$ cat src/rtl/wide_add_sequencer.sv
// Wide adder that streams WIDTH-bit operands through an external 16-bit adder,
// one chunk per cycle, rippling the carry through a register between chunks.
module wide_add_sequencer #(
  parameter int WIDTH = 64
) (
  input  logic             clk,
  input  logic             rst,
  input  logic             in_valid,
  output logic             in_ready,
  input  logic [WIDTH-1:0] in_a,
  input  logic [WIDTH-1:0] in_b,
  input  logic             in_cin,
  output logic [15:0]      add_a,
  output logic [15:0]      add_b,
  output logic             add_cin,
  input  logic [15:0]      add_sum,
  input  logic             add_cout,
  output logic             out_valid,
  input  logic             out_ready,
  output logic [WIDTH-1:0] out_sum,
  output logic             out_cout
);

  localparam int CHUNKS = WIDTH / 16;
  localparam int IDXW   = (CHUNKS > 1) ? $clog2(CHUNKS) : 1;
  localparam logic [IDXW-1:0] LAST_IDX = IDXW'(CHUNKS - 1);

  typedef enum logic [1:0] {IDLE, RUN, DONE} state_t;

  state_t                 state_q, state_d;
  logic [CHUNKS-1:0][15:0] a_q, a_d;
  logic [CHUNKS-1:0][15:0] b_q, b_d;
  logic [CHUNKS-1:0][15:0] sum_q, sum_d;
  logic [IDXW-1:0]        idx_q, idx_d;
  logic                   carry_q, carry_d;
  logic                   cout_q, cout_d;
  logic                   valid_q, valid_d;

  always_ff @(posedge clk) begin
    if (rst) begin
      state_q <= IDLE;
      a_q     <= '0;
      b_q     <= '0;
      sum_q   <= '0;
      idx_q   <= '0;
      carry_q <= 1'b0;
      cout_q  <= 1'b0;
      valid_q <= 1'b0;
    end else begin
      state_q <= state_d;
      a_q     <= a_d;
      b_q     <= b_d;
      sum_q   <= sum_d;
      idx_q   <= idx_d;
      carry_q <= carry_d;
      cout_q  <= cout_d;
      valid_q <= valid_d;
    end
  end

  // The adder is only fed in RUN; its result chunk is written back on the same edge.
  always_comb begin
    state_d = state_q;
    a_d     = a_q;
    b_d     = b_q;
    sum_d   = sum_q;
    idx_d   = idx_q;
    carry_d = carry_q;
    cout_d  = cout_q;
    valid_d = valid_q;
    add_a   = '0;
    add_b   = '0;
    add_cin = 1'b0;

    case (state_q)
      IDLE: begin
        if (in_valid) begin
          a_d     = in_a;
          b_d     = in_b;
          carry_d = in_cin;
          idx_d   = '0;
          state_d = RUN;
        end
      end
      RUN: begin
        add_a        = a_q[idx_q];
        add_b        = b_q[idx_q];
        add_cin      = carry_q;
        sum_d[idx_q] = add_sum;
        carry_d      = add_cout;
        if (idx_q == LAST_IDX) begin
          cout_d  = add_cout;
          valid_d = 1'b1;
          idx_d   = '0;
          state_d = DONE;
        end else begin
          idx_d = idx_q + IDXW'(1);
        end
      end
      DONE: begin
        if (out_ready) begin
          valid_d = 1'b0;
          state_d = IDLE;
        end
      end
      default: state_d = IDLE;
    endcase
  end

  assign in_ready  = (state_q == IDLE);
  assign out_valid = valid_q;
  assign out_sum   = sum_q;
  assign out_cout  = cout_q;

endmodule

$ cat config.mk
export PLATFORM = sky130hd
export DESIGN_NAME = wide_add_sequencer
export DESIGN_NICKNAME = d
export VERILOG_FILES = /design/src/rtl/wide_add_sequencer.sv
export SDC_FILE = /design/constraint.sdc
export NUM_CORES = 1
export LEC_CHECK = 0
export ABC_AREA = 1
export ABC_CLOCK_PERIOD_IN_PS = 1750
export CORE_ASPECT_RATIO = 1.25
export CORE_MARGIN = 2
export CORE_UTILIZATION = 44
export CTS_BUF_LIST = sky130_fd_sc_hd__clkbuf_4
export CTS_CLUSTER_DIAMETER = 150
export CTS_CLUSTER_SIZE = 25
export DETAILED_ROUTE_END_ITERATION = 12
export PLACE_DENSITY = 0.79
export RECOVER_POWER = 25
export SYNTH_ARGS = -nofsm -noshare
export SYNTH_HDL_FRONTEND = slang
export SYNTH_SLANG_ARGS = --single-unit
$ cat constraint.sdc
create_clock -name clk -period 1.75 [get_ports clk]
set_clock_uncertainty 0.2 [all_clocks]
set_input_delay 0.4375 -clock clk [delete_from_list [all_inputs] [get_ports clk]]
set_output_delay 0.4375 -clock clk [all_outputs]
set_load 0.01 [all_outputs]
==> results.yml, run 1 <==
synth:
  synth_top_area_share_pct: 48.59
  ys_ff_latch: 199
  synth_cells: 1167
  syn_area_um2: 8199
  ys_seq_area_share_pct: 48.59
  yosysTopAreaCell: "dfxtp_1"
  synthTopCellsByArea: "dfxtp_1 49%, nor2_1 21%, o21ai_1 7.0%"
  yosys_warnings: 0
  syn_nets: 1322
  synth.distinct_cells: 22
  avgSynthCellArea_um2: 7.026
critical_path:
  required_ps: 1110
  crit_chain: "buf_8 > buf_16 > nor2_1 > nor2_1 > o21ai_1 > a21oi_2 > buf_2"
  critical_path_arrival_ps: 1920
  slowest_stage: "dfxtp_4"
  worstSetupEndpointType: "output pin"
  slowest_delay_ps: 420
  cp-start-kind: "register"
  crit_top_cell: "nor2_1"
  worstPathMaxFanout: 5
  critPathKind: "register to output pin"
floorplanning:
  std_cell_rows: 55
  start_util_pct: 45.13
  die_x_um: 126.1
  ioPinCount: 250
  die_h_um: 156.6
  die_area_um2: 19750
  core_um2: 18170
finish:
  final_area_um2: 12500
  drive_above_1_share_pct: 27.71
  area_growth_pct: 52.43
  final_cell_mix: "440 x nor2_1, 149 x clkdlybuf4s50_1, 137 x o21ai_1"
  final_cells: 1684
  fin_util_pct: 68.79
  nFillCells: 1485
  final_common_cell: "nor2_1"
  fin_nets: 1593
routing:
  wl_per_cell_um: 17.12
  routed-via-count: 8749
  ant_nets: 0
  drtIter0Drc: 646
  firstDrtPassIters: 5
  drcViolationCount: 0
  drt_wl_total_um: 28840
  viasPerCell: 5.195
placement:
  place_congestion: 0.9063
  post-place-cells: 1612
  port_buffers: 249
  place_area_um2: 11250
  hpwl_um: 17760
global_routing:
  overflow: 0
  grt_usage_pct: 26.31
  grt_max_degree: 55
  antenna_found_initial: 5
  grt_first_pass_wirelength_um: 41680
  grt_pass1_vias: 8146
clocking:
  clock-sinks: 199
  htree_levels: 4
  cts_tree: "built"
  cts_buffers: 17
  hold_buffers: 0
  cts.reportedPaths.clkPinSlew_ps: 160
  cts_max_path_buffers: 2
  clockRootBuffer: "clkbuf_4"
  clk_latency_ps: 580
power:
  ir_worst_vdd_v: 0.0004957
  pwr-share-comb_pct: 24.0
  pwr-share-seq_pct: 51.8
  p_per_area_nw_per_um2: 780.3
  p_sw_share_pct: 31.83
  p_clk_share_pct: 24.1
  leakagePower_uw: 0.005419
  switchingPower_uw: 3104
  internal_power_uw: 6648
sta:
  slew_viol_final: 0
  layout_min_cycle_time_ps: 2554
  hold_viol_final: 0
  worst_slew_pin_slew_ps: 287.1
  max_freq_mhz: 391.5
  fin_crit_sh_pct: 146.0
  hold_ws_ps: 225.5
  setup_viol: 140
  tns_ps: -25380
  max_slew_margin_pct: 80.86
  rsz0062_at_grt: "true"
  worst_slack_ps: -804.2
outcome:
  outcome: "finished, violations left"
  violations: "setup timing"
worst_hold_path:
  hp-class: "input port to register"
job:
  maxCapViolCount: 0
area by class of cell:
cell class	count	area [um^2]	share of cell area (%)
clock inverters	15	135.1	1.081
inverters	15	81.33	0.6507
multi-input cells	872	4120	32.97
well taps	228	285.3	2.283
diodes	5	12.51	0.1001
clock buffers	17	127.6	1.021
flip-flops and latches	199	4073	32.59
repair buffers	333	3664	29.31
synth_stat cells (all sizes together):
master and n:
nand3b 1, a21oi 36, buf 54, clkbuf 28
inv 15, o21ai 226, dfxtp 199, nand2 140
nor2 460, ha 5, o21a 1, nand3 2
logic make-up (layout without fill, tap and decap cells):
logic type | count (synthesis) | in the layout | share of synthesized area, %
compound gates | 263 | 263 | 16.08
fa+ha+maj | 5 | 5 | 0.7630
buf+inv | 97 | 380 | 6.104
flops | 199 | 199 | 48.59
other cells | 0 | 5 | 0
simple gates | 603 | 604 | 28.46
final timing paths:
path                   start   endpoint  slack (ps)  cells after the start
setup / recovery    idx_q[0]  add_a[12]        -800                      7
hold / removal      add_cout   out_cout         230                      3
setup reg to reg  state_q[0]    a_q[56]         -80                      9
hold reg to reg    out_valid  out_valid         280                      2
through the flow:
step / power, uW / setup WS [ps]
after floorplan: 6075 / 5.737
after global placement: 6980 / -441.9
after detailed placement: 7018 / -516.5
after CTS: 9466 / -765.0
after global routing: 10190 / -887.7
final: 9752 / -804.2
layer usage:
| layer | GRT usage (%) | up-vias | wire length (um) |
|---|---|---|---|
| met5 | 0 | - | 0 |
| met4 | 12.30 | 0 | 1016 |
| met3 | 6.325 | 67 | 2359 |
| met2 | 43.39 | 381 | 14300 |
| met1 | 32.50 | 4032 | 11160 |
| li1 | - | 4269 | - |
what timing repair did:
action | CTS | global route
resized for setup | 548 | 192
endpoints found under the hold margin | 0 | 0
buffers inserted | 9 | 13
pin swaps | 7 | 26
cloned | 6 | 11
setup endpoints to repair | 101 | 158
power groups by stage:
stage               Sequential, uW  Clock [uW]  Combinational [uW]
floorplan                     5100           0                 978
global placement              5100           0                1880
detailed placement            5110           0                1910
CTS                           5030        2410                2020
global route                  5090        2590                2520
finish                        5050        2360                2340
sequential cells by signal, summed over array words and instances, names as in the netlist:
signal	cells
a_q	64
b_q	64
carry_q	1
idx_q	2
out_cout	1
out_sum	64
out_valid	1
state_q	2
worst max-delay path: cells and delay by family, from the launching register on:
family,cells,cell delay (ps)
buffers and inverters,3,460
flip-flops,1,420
AO/OA/AOI/OAI,2,260
AND/OR/NAND/NOR,2,180
(Power assumes the default switching activity.)
==> inputs of run 2 (changes only) <==
--- a/config.mk
+++ b/config.mk
@@ -14,7 +14,8 @@
 export CTS_CLUSTER_DIAMETER = 150
 export CTS_CLUSTER_SIZE = 25
 export DETAILED_ROUTE_END_ITERATION = 12
-export PLACE_DENSITY = 0.79
+export MAX_ROUTING_LAYER = met4
+export PLACE_DENSITY = 0.84
 export RECOVER_POWER = 25
 export SYNTH_ARGS = -nofsm -noshare
 export SYNTH_HDL_FRONTEND = slang
==> results.yml, run 2 (same netlist as run 1, synthesis figures left out) <==
outcome:
  outcome: "finished, violations left"
  violations: "setup timing"
critical_path:
  path_depth: 8
  critPathBufInv: 4
  required_ps: 1110
  slowest_delay_ps: 450
  crit_chain: "buf_6 > buf_6 > buf_8 > nor2_1 > nor2_1 > o21ai_1 > a21oi_1 > buf_2"
  cp-start-kind: "register"
  slowest_stage: "dfxtp_4"
  critical_path_arrival_ps: 1980
  crit_family: "buffers and inverters"
  worstPathMaxFanout: 8
  critPathKind: "register to output pin"
  worstSetupEndpointType: "output pin"
  ff2ff_path_depth: 10
sta:
  hold_ws_ps: 198.0
  worst_slack_ps: -870.6
  rsz0062_at_grt: "true"
  tns_ps: -41190
  max_slew_margin_pct: 57.93
  worst_slew_pin_slew_ps: 629.1
  hold_viol_final: 0
  fin_crit_sh_pct: 149.7
  setup_viol: 214
  layout_min_cycle_time_ps: 2621
  max_freq_mhz: 381.6
  slew_viol_final: 0
placement:
  port_buffers: 249
  place_congestion: 0.9197
  post-place-cells: 1603
  hpwl_um: 17600
clocking:
  clockRootBuffer: "clkbuf_4"
  cts_buffers: 17
  cts_max_path_buffers: 2
  clock-sinks: 199
  htree_levels: 4
  clk_latency_ps: 590
  hold_buffers: 0
  cts_tree: "built"
  cts.reportedPaths.clkPinSlew_ps: 190
power:
  internal_power_uw: 7061
  pwr-share-comb_pct: 25.3
  leakagePower_uw: 0.005674
  switchingPower_uw: 3251
  ir_worst_vdd_v: 0.0006212
  p_sw_share_pct: 31.53
  p_clk_share_pct: 25.5
  p_per_area_nw_per_um2: 801.5
  pwr-share-seq_pct: 49.2
global_routing:
  grt_usage_pct: 27.41
  grt_max_degree: 82
  grtUsageMet2_pct: 45.37
  use_met3_pct: 5.060
  grt_first_pass_wirelength_um: 41950
  antenna_found_initial: 4
  grt_pass1_vias: 8254
  use_met1_pct: 32.32
  top_usage_layer: "met2"
  overflow: 0
floorplanning:
  start_util_pct: 45.13
  std_cell_rows: 55
  core_um2: 18170
  die_x_um: 126.1
  die_h_um: 156.6
  ioPinCount: 250
  die_area_um2: 19750
finish:
  fin_util_pct: 70.82
  drive_above_1_share_pct: 27.69
  final_common_cell: "nor2_1"
  multi_input_area_um2: 4090
  ff_latch_area_um2: 4075
  final_cells: 1709
  final_cell_mix: "425 x nor2_1, 149 x clkdlybuf4s50_1, 146 x o21ai_1"
  nFillCells: 1353
  fin_nets: 1619
  area_growth_pct: 56.92
worst_hold_path:
  hp-class: "input port to register"
  hold_depth: 3
job:
  maxCapViolCount: 0
routing:
  drt_wl_total_um: 33020
  drtIter0Drc: 999
  ant_nets: 0
  firstDrtPassIters: 5
  drcViolationCount: 0
  viasPerCell: 5.544
  routed-via-count: 9475
  wl_per_cell_um: 19.32
run 2: changes by cell type in the layout (fill, tap and decap cells not counted), sizes merged:
| cell | before | now |
|---|---|---|
| clkbuf | 28 | 41 |
| buf | 171 | 182 |
| clkinv | 5 | 9 |
| inv | 23 | 20 |
| bufinv | 0 | 2 |
| nand2 | 140 | 142 |
| clkdlybuf4s15 | 1 | 0 |
| clkinvlp | 2 | 1 |
| diode | 5 | 4 |
| nor2 | 461 | 460 |
run 2: final timing paths:
| kind | endpoint | slack [ps] | from |
|---|---|---|---|
| worst max-delay path | add_b[9] | -870 | idx_q[0] |
| worst min-delay path | b_q[38] | 200 | in_b[38] |
| worst max register to register | out_sum[2] | -210 | idx_q[0] |
| worst min register to register | out_valid | 270 | out_valid |
run 2: metrics by stage:
step	area, um^2	setup WS (ps)	power, uW
after CTS	11700	-820.3	9688
after global placement	11200	-451.1	6952
final	12870	-870.6	10310
after floorplan	8304	5.737	6075
after detailed placement	11200	-493.5	6997
after global routing	12870	-919.6	10670
run 2: per-layer routing:
| metal | vias up | part of all wire, % |
|---|---|---|
| met1 | 4326 | 36 |
| met4 | 0 | 6.1 |
| met3 | 171 | 10 |
| li1 | 4342 | - |
| met5 | - | 0 |
| met2 | 636 | 48 |
run 2: worst reg2reg max path: stages (launching register included):
cell,delay (ps)
dfxtp_4,420
inv_6,120
buf_12,160
buf_4,130
buf_4,120
ha_1,150
inv_2,60
nor2_8,240
inv_8,100
nor2_1,120
nor2_1,60
run 2: repair_timing:
| item | 4_1_cts | 5_1_grt |
|---|---|---|
| resized for setup | 541 | 152 |
| cloned | 6 | 32 |
| endpoints found under the setup margin | 100 | 241 |
| setup buffers | 19 | 14 |
| pin swaps | 12 | 87 |
| endpoints found under the hold margin | 0 | 0 |
run 2: area by class of cell:
| class | instances | share of cell area (%) |
|---|---|---|
| multi-input combinational | 873 | 31.79 |
| sequential | 199 | 31.67 |
| timing repair buffer | 355 | 30.69 |
| tap | 228 | 2.217 |
| clock inverter | 14 | 1.284 |
| clock buffer | 18 | 1.050 |
| inverter | 15 | 0.8363 |
| timing repair inverter | 3 | 0.3793 |
| antenna | 4 | 0.07780 |
run 2: power by group through the flow:
stage	sequential (uW)	clock (uW)	combinational (uW)
after floorplan	5100	0	978
after global placement	5100	0	1850
after detailed placement	5120	0	1880
after CTS	5040	2620	2030
after global routing	5110	2800	2760
final	5080	2630	2610
==> inputs of run 3 (changes only) <==
--- a/config.mk
+++ b/config.mk
@@ -14,6 +14,7 @@
 export CTS_CLUSTER_DIAMETER = 150
 export CTS_CLUSTER_SIZE = 25
 export DETAILED_ROUTE_END_ITERATION = 12
+export GPL_ROUTABILITY_DRIVEN = 0
 export MAX_ROUTING_LAYER = met4
 export PLACE_DENSITY = 0.84
 export RECOVER_POWER = 25
==> results of run 3 <==
No change in the layout: final DEF, timing and power equal those of run 2.
